`src/rtl/if_stage.sv`:
```
// Instruction-fetch stage: PC register, IF/ID pipeline register, stall/redirect handling, fetch halt.
// Optional performance counters enabled by defining IF_PERF_CNT_EN.
//
//  state      | meaning
//  BOOT       | first edge after reset, PC held, IF/ID bubble
//  RUN        | normal sequential fetch
//  REDIR_PEND | redirect arrived during stall, target buffered until stall drops
//  HALT       | PC ran past end of instruction memory, IF/ID bubbles
module if_stage #(
  parameter int                  PC_WIDTH   = 32,
  parameter int                  IMEM_DEPTH = 256,
  parameter logic [PC_WIDTH-1:0] RESET_PC   = '0
) (
  input  logic                clk,
  input  logic                rst_n,
  input  logic                stall,
  input  logic                redirect_valid,
  input  logic [PC_WIDTH-1:0] redirect_target,
  output logic [PC_WIDTH-1:0] imem_addr,
  input  logic [31:0]         imem_rdata,
  output logic [PC_WIDTH-1:0] pc_out,
  output logic [31:0]         ifid_instr,
  output logic [PC_WIDTH-1:0] ifid_pc_plus4,
  output logic                ifid_valid,
  output logic                halted,
  output logic [31:0]         fetch_count,
  output logic [31:0]         stall_count
);

  typedef enum logic [1:0] {
    BOOT       = 2'd0,
    RUN        = 2'd1,
    REDIR_PEND = 2'd2,
    HALT       = 2'd3
  } state_t;

  localparam logic [PC_WIDTH-1:0] PC_LIMIT = PC_WIDTH'(IMEM_DEPTH * 4);

  state_t              state, state_nxt;
  logic [PC_WIDTH-1:0] pc, pc_nxt;
  logic [PC_WIDTH-1:0] pend, pend_nxt;
  logic [31:0]         instr_nxt;
  logic [PC_WIDTH-1:0] pp4_nxt;
  logic                valid_nxt;
  logic [PC_WIDTH-1:0] pc_plus4;
  logic [PC_WIDTH-1:0] tgt_aligned;

  assign pc_plus4    = pc + PC_WIDTH'(4);
  assign tgt_aligned = redirect_target & ~(PC_WIDTH'(3));
  assign imem_addr   = pc;
  assign pc_out      = pc;
  assign halted      = (state == HALT);

  always_ff @(posedge clk or negedge rst_n) begin
    if (!rst_n) begin
      state         <= BOOT;
      pc            <= RESET_PC;
      pend          <= '0;
      ifid_instr    <= '0;
      ifid_pc_plus4 <= '0;
      ifid_valid    <= 1'b0;
    end else begin
      state         <= state_nxt;
      pc            <= pc_nxt;
      pend          <= pend_nxt;
      ifid_instr    <= instr_nxt;
      ifid_pc_plus4 <= pp4_nxt;
      ifid_valid    <= valid_nxt;
    end
  end

  always_comb begin
    state_nxt = state;
    pc_nxt    = pc;
    pend_nxt  = pend;
    instr_nxt = ifid_instr;
    pp4_nxt   = ifid_pc_plus4;
    valid_nxt = ifid_valid;
    case (state)
      BOOT: begin
        instr_nxt = '0;
        pp4_nxt   = '0;
        valid_nxt = 1'b0;
        state_nxt = RUN;
      end
      RUN, HALT: begin
        if (redirect_valid && !stall) begin
          pc_nxt    = tgt_aligned;
          instr_nxt = '0;
          pp4_nxt   = '0;
          valid_nxt = 1'b0;
          state_nxt = RUN;
        end else if (redirect_valid) begin
          pend_nxt  = tgt_aligned;
          state_nxt = REDIR_PEND;
        end else if (stall) begin
          state_nxt = state;
        end else if (state == RUN) begin
          instr_nxt = imem_rdata;
          pp4_nxt   = pc_plus4;
          valid_nxt = 1'b1;
          pc_nxt    = pc_plus4;
          if (pc_plus4 >= PC_LIMIT) state_nxt = HALT;
        end else begin
          // halted with no redirect: keep feeding bubbles, ignore imem
          instr_nxt = '0;
          pp4_nxt   = '0;
          valid_nxt = 1'b0;
        end
      end
      REDIR_PEND: begin
        if (stall) begin
          if (redirect_valid) pend_nxt = tgt_aligned;
        end else begin
          pc_nxt    = redirect_valid ? tgt_aligned : pend;
          instr_nxt = '0;
          pp4_nxt   = '0;
          valid_nxt = 1'b0;
          state_nxt = RUN;
        end
      end
      default: state_nxt = BOOT;
    endcase
  end

`ifdef IF_PERF_CNT_EN
  logic        fetch_en;
  logic        stall_en;
  logic [31:0] fetch_cnt_q;
  logic [31:0] stall_cnt_q;

  assign fetch_en = (state == RUN) && !stall && !redirect_valid;
  assign stall_en = stall && (state != BOOT);

  always_ff @(posedge clk or negedge rst_n) begin
    if (!rst_n) begin
      fetch_cnt_q <= '0;
      stall_cnt_q <= '0;
    end else begin
      if (fetch_en && (fetch_cnt_q != 32'hFFFF_FFFF)) fetch_cnt_q <= fetch_cnt_q + 32'd1;
      if (stall_en && (stall_cnt_q != 32'hFFFF_FFFF)) stall_cnt_q <= stall_cnt_q + 32'd1;
    end
  end

  assign fetch_count = fetch_cnt_q;
  assign stall_count = stall_cnt_q;
`else
  assign fetch_count = 32'd0;
  assign stall_count = 32'd0;
`endif

endmodule

```
`config.mk`:
```
export PLATFORM = sky130hd
export DESIGN_NAME = if_stage
export DESIGN_NICKNAME = d
export VERILOG_FILES = /design/src/rtl/if_stage.sv
export SDC_FILE = /design/constraint.sdc
export NUM_CORES = 1
export LEC_CHECK = 0
export CAP_MARGIN = 10
export CORE_ASPECT_RATIO = 1.75
export CORE_MARGIN = 4
export CORE_UTILIZATION = 41
export CTS_BUF_LIST = sky130_fd_sc_hd__clkbuf_2 sky130_fd_sc_hd__clkbuf_4 sky130_fd_sc_hd__clkbuf_8
export CTS_CLUSTER_SIZE = 10
export DETAILED_ROUTE_END_ITERATION = 6
export PLACE_DENSITY = 0.74
export SYNTH_ARGS = -nofsm -noshare
export SYNTH_HDL_FRONTEND = slang
export SYNTH_SLANG_ARGS = --single-unit
```
`constraint.sdc`:
```
create_clock -name clk -period 4.1 [get_ports clk]
set_input_delay 0.82 -clock clk [delete_from_list [all_inputs] [get_ports clk]]
set_output_delay 0.82 -clock clk [all_outputs]
set_load 0.01 [all_outputs]
```
# Word-level counts from Yosys, hierarchy flattened
# Index checks and enable logic that the tools add are counted.
# op_classes
addsub,1
order_cmp,1
eq_ne,12
mux,34
reduce_logical,9
# op_table
operator,n
two-way mux 32 bit,17
case mux 32 bit (3 select lines),2
case mux 32 bit (2 select lines),2
"adder 32 x 3 -> 32 bit, second input constant",1
">= comparator 32 x 11 -> 1 bit, second input constant",1
two-way mux 2 bit,6
"inequality test 4 bit, second input constant",3
"inequality test 3 bit, second input constant",3
"inequality test 2 bit, second input constant",3
case mux 2 bit (3 select lines),1
AND reduction 3 bit,2
two-way mux 1 bit,5
AND reduction 5 bit,1
"== test 2 bit, second input constant",2
AND reduction 4 bit,1
case mux 1 bit (3 select lines),1
"== test 2 x 1 -> 1 bit, second input constant",1
logical NOT 2 bit,1
nonzero test 2 bit,1
OR reduction 2 bit,1
logical AND 1 bit,1
logical NOT 1 bit,1
# word_totals
register_bits,131
input_bits,68
output_inout_bits,194
word_cells,63

# Logic depth before layout (Yosys ltp)
# Gate-level depths: netlist of run 1.
# logic_depth
depth_word,8
depth_mapped,9
ltp_nobuf,7

# Worst setup path after synthesis of run 1
# OpenSTA, ideal clock, no wires.
# synth_path
path_type,input to register
from,input stall
to,"register pc[26], in the netlist imem_addr[26]"
setup_time_ns,0.136
t_arrival_ns,2.162
required_ns,3.964
path_slack_ns,1.801
cell_stages,8
path_buffers,3
path_cell_list,clkbuf_1 o21bai_1 a21o_1 clkbuf_1 clkbuf_1 nor3_1 a21oi_1 o41ai_2
# synth_via
elab_chain_cells,4
elab_cells_between_ends,9
cone_classes,eq/ne (4); mux (2); reduce/logical (3)
# synth_lines
element,line_no,text
from (decl),16,"input logic stall,"
logical NOT 1 bit,87,if (redirect_valid && !stall) begin
logical AND 1 bit,87,
inequality test 3 bit (no line) or two-way mux 32 bit (tied branches),n/a,
AND reduction 5 bit (no line) or case mux 32 bit (2 select lines) (tied branches),n/a,
to (signal assigned),64,pc <= pc_nxt;
to (decl),40,"logic [PC_WIDTH-1:0] pc, pc_nxt;"
# Several ways; a longest one is shown, not always the timed one.
# A chain may end at the register's enable or synchronous reset.

# Final worst setup path of run 1
# layout_path
from,"register pc[2], in the netlist imem_addr[2]"
to,register state[1]
# layout_via
elab_chain_cells,4
# layout_lines
element,line_no,text
adder 32 x 3 -> 32 bit,48,assign pc_plus4 = pc + PC_WIDTH'(4);
>= comparator 32 x 11 -> 1 bit,103,if (pc_plus4 >= PC_LIMIT) state_nxt = HALT;
inequality test 4 bit (no line),n/a,
AND reduction 4 bit (no line),n/a,
to (signal assigned),63,state <= state_nxt;
to (decl),39,"state_t state, state_nxt;"
# No other way between the ends.

==> reports/metrics.cfg, run 1 <==
[cells_and_area]
stdcell_count = 1126
drive_gt1_frac = 0.1061
final_nets = 952
multiInputGateArea_mm2 = 0.003288
finish.utilization = 0.5310
area.sequential_mm2 = 0.003278
num-fill-cells = 1557
antenna_cells = 0
design_area_mm2 = 0.009270
area_delta_synth_final_pct = 27.19

[hold_path]
hold_path_class = in -> async

[critical_path]
cp-startpoint = imem_addr[2]$_DFFE_PN0P_
worstPathCellList = nand2_1 > or3_1 > o21ai_1 > nand3_1 > nor4b_1 > a41oi_1
timing.critical_path.slowest_stage_cell = or3_1
cpPeakStageDelay_ps = 730
setup.worst_path.end_class = flop
path_max_fanout = 16
worst-endpoint-required_ps = 4410
setup.worst_path.start_class = flop
crit_type = reg -> reg
worst-endpoint-arrival_ps = 3150
crit-reg2reg-launch = imem_addr[2]$_DFFE_PN0P_
cp.buffers_inverters = 0
cpLargestDelayFamily = simple AND/OR/NAND/NOR gates

[synthesis]
synth_top_area_share = 0.4498
synth.lib_cells_used.distinct = 70
synthesis.instances = 743
synth_most_common_cell = dfrtp_1
synth.avg_cell_area_um2 = 9.809
yosysWarningCount = 0
synth_flop_cell = dfrtp_1
synth_enable_flop_cells = 0
yosys-top-cells-area = dfrtp_1, buf_4, mux2_2, a22o_1, nand2_1
synthTopCellsByCount = dfrtp_1, buf_4, nand2_1
synth-async-reset-ratio = 1.000
yosysTopAreaCell = dfrtp_1
synth.cell_area_mm2 = 0.007288
postSynthRegisterBits = 131
synth.yosys.seq_area_share = 0.4498

[power_and_ir_drop]
ir_worst_vdd_mv = 0.2482
power.total_mw = 4.229
p_per_area_mw_per_mm2 = 456.2
leakage_nw = 3.933

[floorplanning]
die-area_mm2 = 0.02006
die_width_um = 108.8
i_o_pins = 262
core.rowCount = 64
core_area_mm2 = 0.01746
floorplan_die_height_um = 184.4
initial_utilization = 0.4175

[clocking]
clock_latency_ps = 450
tritoncts = built
post_cts_buffers = 0
cts_root_buffer = clkbuf_8
clkTransAtPathRegs_ps = 90
postCtsResizedCells = 0
hold_fix_buffers_at_cts = 0
tritoncts_num_sinks = 131
number_of_cts_inserted_buffers = 17
clockBufferDepth = 2
cts-htree-levels = 4

[flow_run]
max_cap_viol_count = 0

[placement]
gp_congestion = 0.8991
cell_area_after_placement_mm2 = 0.008906
io_buffers = 195
hpwl_mm = 15.70
placed_cells_incl_taps = 1095

[sta]
grt_setup_unrepaired = no
timing.clock.skew_ps = 19.20
setup_viol_count_final = 0
maxClockFrequency_ghz = 0.3521
final.period_utilization = 0.6926
hold_viol = 0
finalSetupTns_ps = 0
slew-limit-headroom = 0.4148
worstMarginPinSlew_ps = 877.7
finalWorstPathRequiredPeriod_ps = 2840
timing_max_transition_violations_final = 0

[detailed_routing]
drt_iter0_markers = 415
wl_mm = 21.44
post_dr_wirelength_cell_um = 19.04
vias_per_cell = 5.433
vias = 6117
route.antenna.remaining_nets = 0
drtPass1Iterations = 7
remaining_drc_errors = 0

[grt]
grt_pass1_wl_mm = 32.59
via_count_of_the_first_global_routing_pass = 5873
grt_antenna_before_repair = 0
grt_overflow_total = 0
total_global_route_track_usage = 0.2134
maximum_number_of_pins_on_one_net_before_global_route_repair = 73

[outcome]
status = completed

## cell usage in the layout (no fill, tap or decap), types with 10 or more instances in the layout
master and n:
nand2_1 81, nor2_1 33, buf_4 10, o21ai_0 46, a21o_1 11, a21oi_1 44
conb_1 64, clkbuf_8 17, xnor2_1 13, a22o_1 40, nand3_1 13, mux2_2 33
clkdlybuf4s50_1 193, nor3_1 11, dfrtp_1 131
## worst register-to-register path, stage by stage (launching register included)
cell,delay [ps]
dfrtp_1,630
nand2_1,280
or3_1,730
o21ai_1,310
nand3_1,120
nor4b_1,470
a41oi_1,170
## worst paths after layout
path / depth (start not counted) / endpoint / slack [ps]
setup / recovery: 6 / state[1]$_DFFE_PN0P_ / 1260
hold / removal: 1 / ifid_pc_plus4[5]$_DFFE_PN0P_ / 420
setup reg to reg: 6 / state[1]$_DFFE_PN0P_ / 1260
hold reg to reg: 2 / ifid_pc_plus4[21]$_DFFE_PN0P_ / 480
max in group asynchronous: 2 / pend[2]$_DFFE_PN0P_ / 2790
min in group clk: 2 / ifid_pc_plus4[21]$_DFFE_PN0P_ / 480
## flip-flops by register name, summed over array words and instances, names as in the netlist
signal,flops
ifid_pc_plus4,32
state,2
imem_addr,32
ifid_instr,32
ifid_valid,1
pend,32
## cell type report
class / instances / share of cell area
Clock buffer: 17 / 0.02524
Clock inverter: 14 / 0.01404
Inverter: 5 / 0.002025
Multi-Input combinational cell: 523 / 0.3547
Sequential cell: 131 / 0.3536
Tap cell: 231 / 0.03118
Timing Repair Buffer: 205 / 0.2192
## cell families (layout without fill, tap and decap cells)
| group | after synthesis | in the layout | synth area share |
|---|---|---|---|
| AND/OR/NAND/NOR | 205 | 205 | 0.1487 |
| AO/OA/AOI/OAI | 194 | 194 | 0.1839 |
| buffers and inverters | 152 | 241 | 0.1324 |
| flip-flops | 131 | 131 | 0.4498 |
| multiplexers | 38 | 38 | 0.05785 |
| XOR/XNOR | 21 | 21 | 0.02524 |
| adder cells (fa/ha/maj) | 1 | 1 | 0.001716 |
| other | 1 | 64 | 0.0005145 |
## stage by stage
step                      setup slack, ps  hold WS, ps
final                                1260        418.7
after global routing                 1106        452.0
after CTS                            1217        442.9
after detailed placement            925.6        467.7
after global placement              969.7        460.0
after floorplan                      1801        450.2
## metal layers
metal,vias to the layer above,routed length [um],track usage
met5,-,0,0
met4,0,1158,0.1244
met3,66,1423,0.04171
met2,292,11040,0.3656
met1,2965,7823,0.2440
li1,2794,-,-
## power breakdown
| part | leakage (nW) | total [mW] | internal (mW) | switching, mW |
|---|---|---|---|---|
| clock network | 0.183 | 1.04 | 0.482 | 0.559 |
| logic | 2.06 | 1.38 | 0.733 | 0.649 |
| registers | 1.69 | 1.81 | 1.48 | 0.328 |
| total | 3.93 | 4.23 | 2.69 | 1.54 |
Note: power is estimated with default switching activity, not from simulation.
==> run 2: changes to the inputs <==
==> constraint.sdc (replaced) <==
create_clock -name clk -period 2.8 [get_ports clk]
set_input_delay 0.56 -clock clk [delete_from_list [all_inputs] [get_ports clk]]
set_output_delay 0.56 -clock clk [all_outputs]
set_load 0.01 [all_outputs]
==> run 2 against run 1 <==
Global-route usage increased by 0.64 points. Utilization grew 1.4 points. Flip-flop and latch count unchanged.
==> reports/metrics.cfg, run 2 (synthesized netlist as in run 1, its figures left out) <==
[outcome]
status = completed

[sta]
finalSetupTns_ps = 0
final.period_utilization = 0.9025
maxClockFrequency_ghz = 0.3957
grt_setup_unrepaired = no
post-route-worst-setup-slack_ps = 272.9
finalWorstPathRequiredPeriod_ps = 2527
setup_viol_count_final = 0
slew-limit-headroom = 0.4098
hold_viol = 0
timing.clock.skew_ps = 15.90
timing_max_transition_violations_final = 0
worstMarginPinSlew_ps = 882.0

[cells_and_area]
layout_commonest_cell = clkdlybuf4s50_1
area_delta_synth_final_pct = 30.58
final_nets = 976
design_area_mm2 = 0.009517
stdcell_count = 1151
final_cell_mix = clkdlybuf4s50_1, dfrtp_1, nand2_1
antenna_cells = 0
drive_gt1_frac = 0.1304

[clocking]
post_cts_buffers = 0
cts_root_buffer = clkbuf_8
hold_fix_buffers_at_cts = 0
clkTransAtPathRegs_ps = 80
tritoncts_num_sinks = 131
clockBufferDepth = 2
tritoncts = built
clock_latency_ps = 450
cts-htree-levels = 4
number_of_cts_inserted_buffers = 17
postCtsResizedCells = 0

[critical_path]
cp-startpoint = imem_addr[3]$_DFFE_PN0P_
worst-endpoint-arrival_ps = 2840
path_max_fanout = 6
setup.worst_path.end_class = flop
crit-reg2reg-launch = imem_addr[3]$_DFFE_PN0P_
crit_type = reg -> reg
rrSetupSlack_ps = 270
setup.worst_path.start_class = flop
worst-endpoint-required_ps = 3110

[power_and_ir_drop]
leakage_nw = 4.074
p_per_area_mw_per_mm2 = 675.8
ir_worst_vdd_mv = 0.4239

[grt]
grt_antenna_before_repair = 0
total_global_route_track_usage = 0.2198
grt_pass1_wl_mm = 33.67
grt_overflow_total = 0
via_count_of_the_first_global_routing_pass = 6083
grt_util_met3 = 0.05223
top_usage_layer = met2
global_route.usage.met2 = 0.3904
groute.layer.met1.usage = 0.2398
maximum_number_of_pins_on_one_net_before_global_route_repair = 132

[floorplanning]
floorplan_die_height_um = 184.4
i_o_pins = 262
die_width_um = 108.8
core.rowCount = 64
core_area_mm2 = 0.01746
die-area_mm2 = 0.02006
initial_utilization = 0.4175

[detailed_routing]
vias = 6197
route.antenna.remaining_nets = 0
post_dr_wirelength_cell_um = 19.08
wl_mm = 21.97
drt_iter0_markers = 443
vias_per_cell = 5.384
remaining_drc_errors = 0
drtPass1Iterations = 5

[hold_path]
hold_path_class = in -> async

[placement]
io_buffers = 195
placed_cells_incl_taps = 1119
dpl_worst_slack_ps = 165.4
hpwl_mm = 16.07
gp_congestion = 0.8955
cell_area_after_placement_mm2 = 0.009124

[flow_run]
max_cap_viol_count = 0

## run 2: cell types whose count changed in the layout (fill, tap and decap cells not counted)
cell and change:
buf_12 +3, buf_4 +21, bufinv_16 +1, clkbuf_4 +1, clkinv_4 -1
## run 2: report_power, final
| part | switching (mW) | internal, mW |
|---|---|---|
| clock | 0.824 | 0.810 |
| sequential | 0.331 | 2.17 |
| combinational | 1.14 | 1.16 |
## run 2: area by class of cell
type                    instances  area, um^2
fillers                      1583        7940
multi-input cells             523        3288
flip-flops and latches        131        3278
repair buffers                229        2250
well taps                     231       289.0
clock buffers                  18       241.5
clock inverters                14       151.4
inverters                       5       18.77
## run 2: worst paths after layout
kind / endpoint / depth (start not counted)
max in group asynchronous: pend[25]$_DFFE_PN0P_ / 2
worst min-delay path: ifid_pc_plus4[6]$_DFFE_PN0P_ / 2
worst max register to register: state[1]$_DFFE_PN0P_ / 7
worst max-delay path: state[1]$_DFFE_PN0P_ / 7
worst min register to register: ifid_pc_plus4[25]$_DFFE_PN0P_ / 1
min in group clk: ifid_pc_plus4[25]$_DFFE_PN0P_ / 1
## run 2: critical path, stage by stage (launching register included)
cell	delay [ps]
dfrtp_1	480
ha_1	280
and4_2	320
nand2_1	220
nor3_4	310
or4b_1	470
a2bb2oi_1	170
a41oi_1	130
## run 2: metal layers
metal,part of all wire,up-vias
met1,0.35,3001
met5,0,-
met2,0.53,311
li1,-,2834
met4,0.048,0
met3,0.074,51
## run 2: metrics by stage
stage	power [mW]	hold slack, ps	util
3_5_place_dp	4.834	462.5	0.5226
5_1_grt	6.788	234.4	0.5452
6_report	6.432	157.2	0.5452
3_3_place_gp	4.790	459.1	0.5226
2_1_floorplan	3.787	264.4	-
4_1_cts	6.479	255.7	0.5452
==> run 3: changes to the inputs <==
--- a/config.mk
+++ b/config.mk
@@ -13,6 +13,7 @@
 export CTS_CLUSTER_SIZE = 10
 export DETAILED_ROUTE_END_ITERATION = 6
 export PLACE_DENSITY = 0.74
+export SETUP_SLACK_MARGIN = 0.02
 export SYNTH_ARGS = -nofsm -noshare
 export SYNTH_HDL_FRONTEND = slang
 export SYNTH_SLANG_ARGS = --single-unit
==> results of run 3 <==
The final DEF is identical to that of run 2; final timing and power are the same.
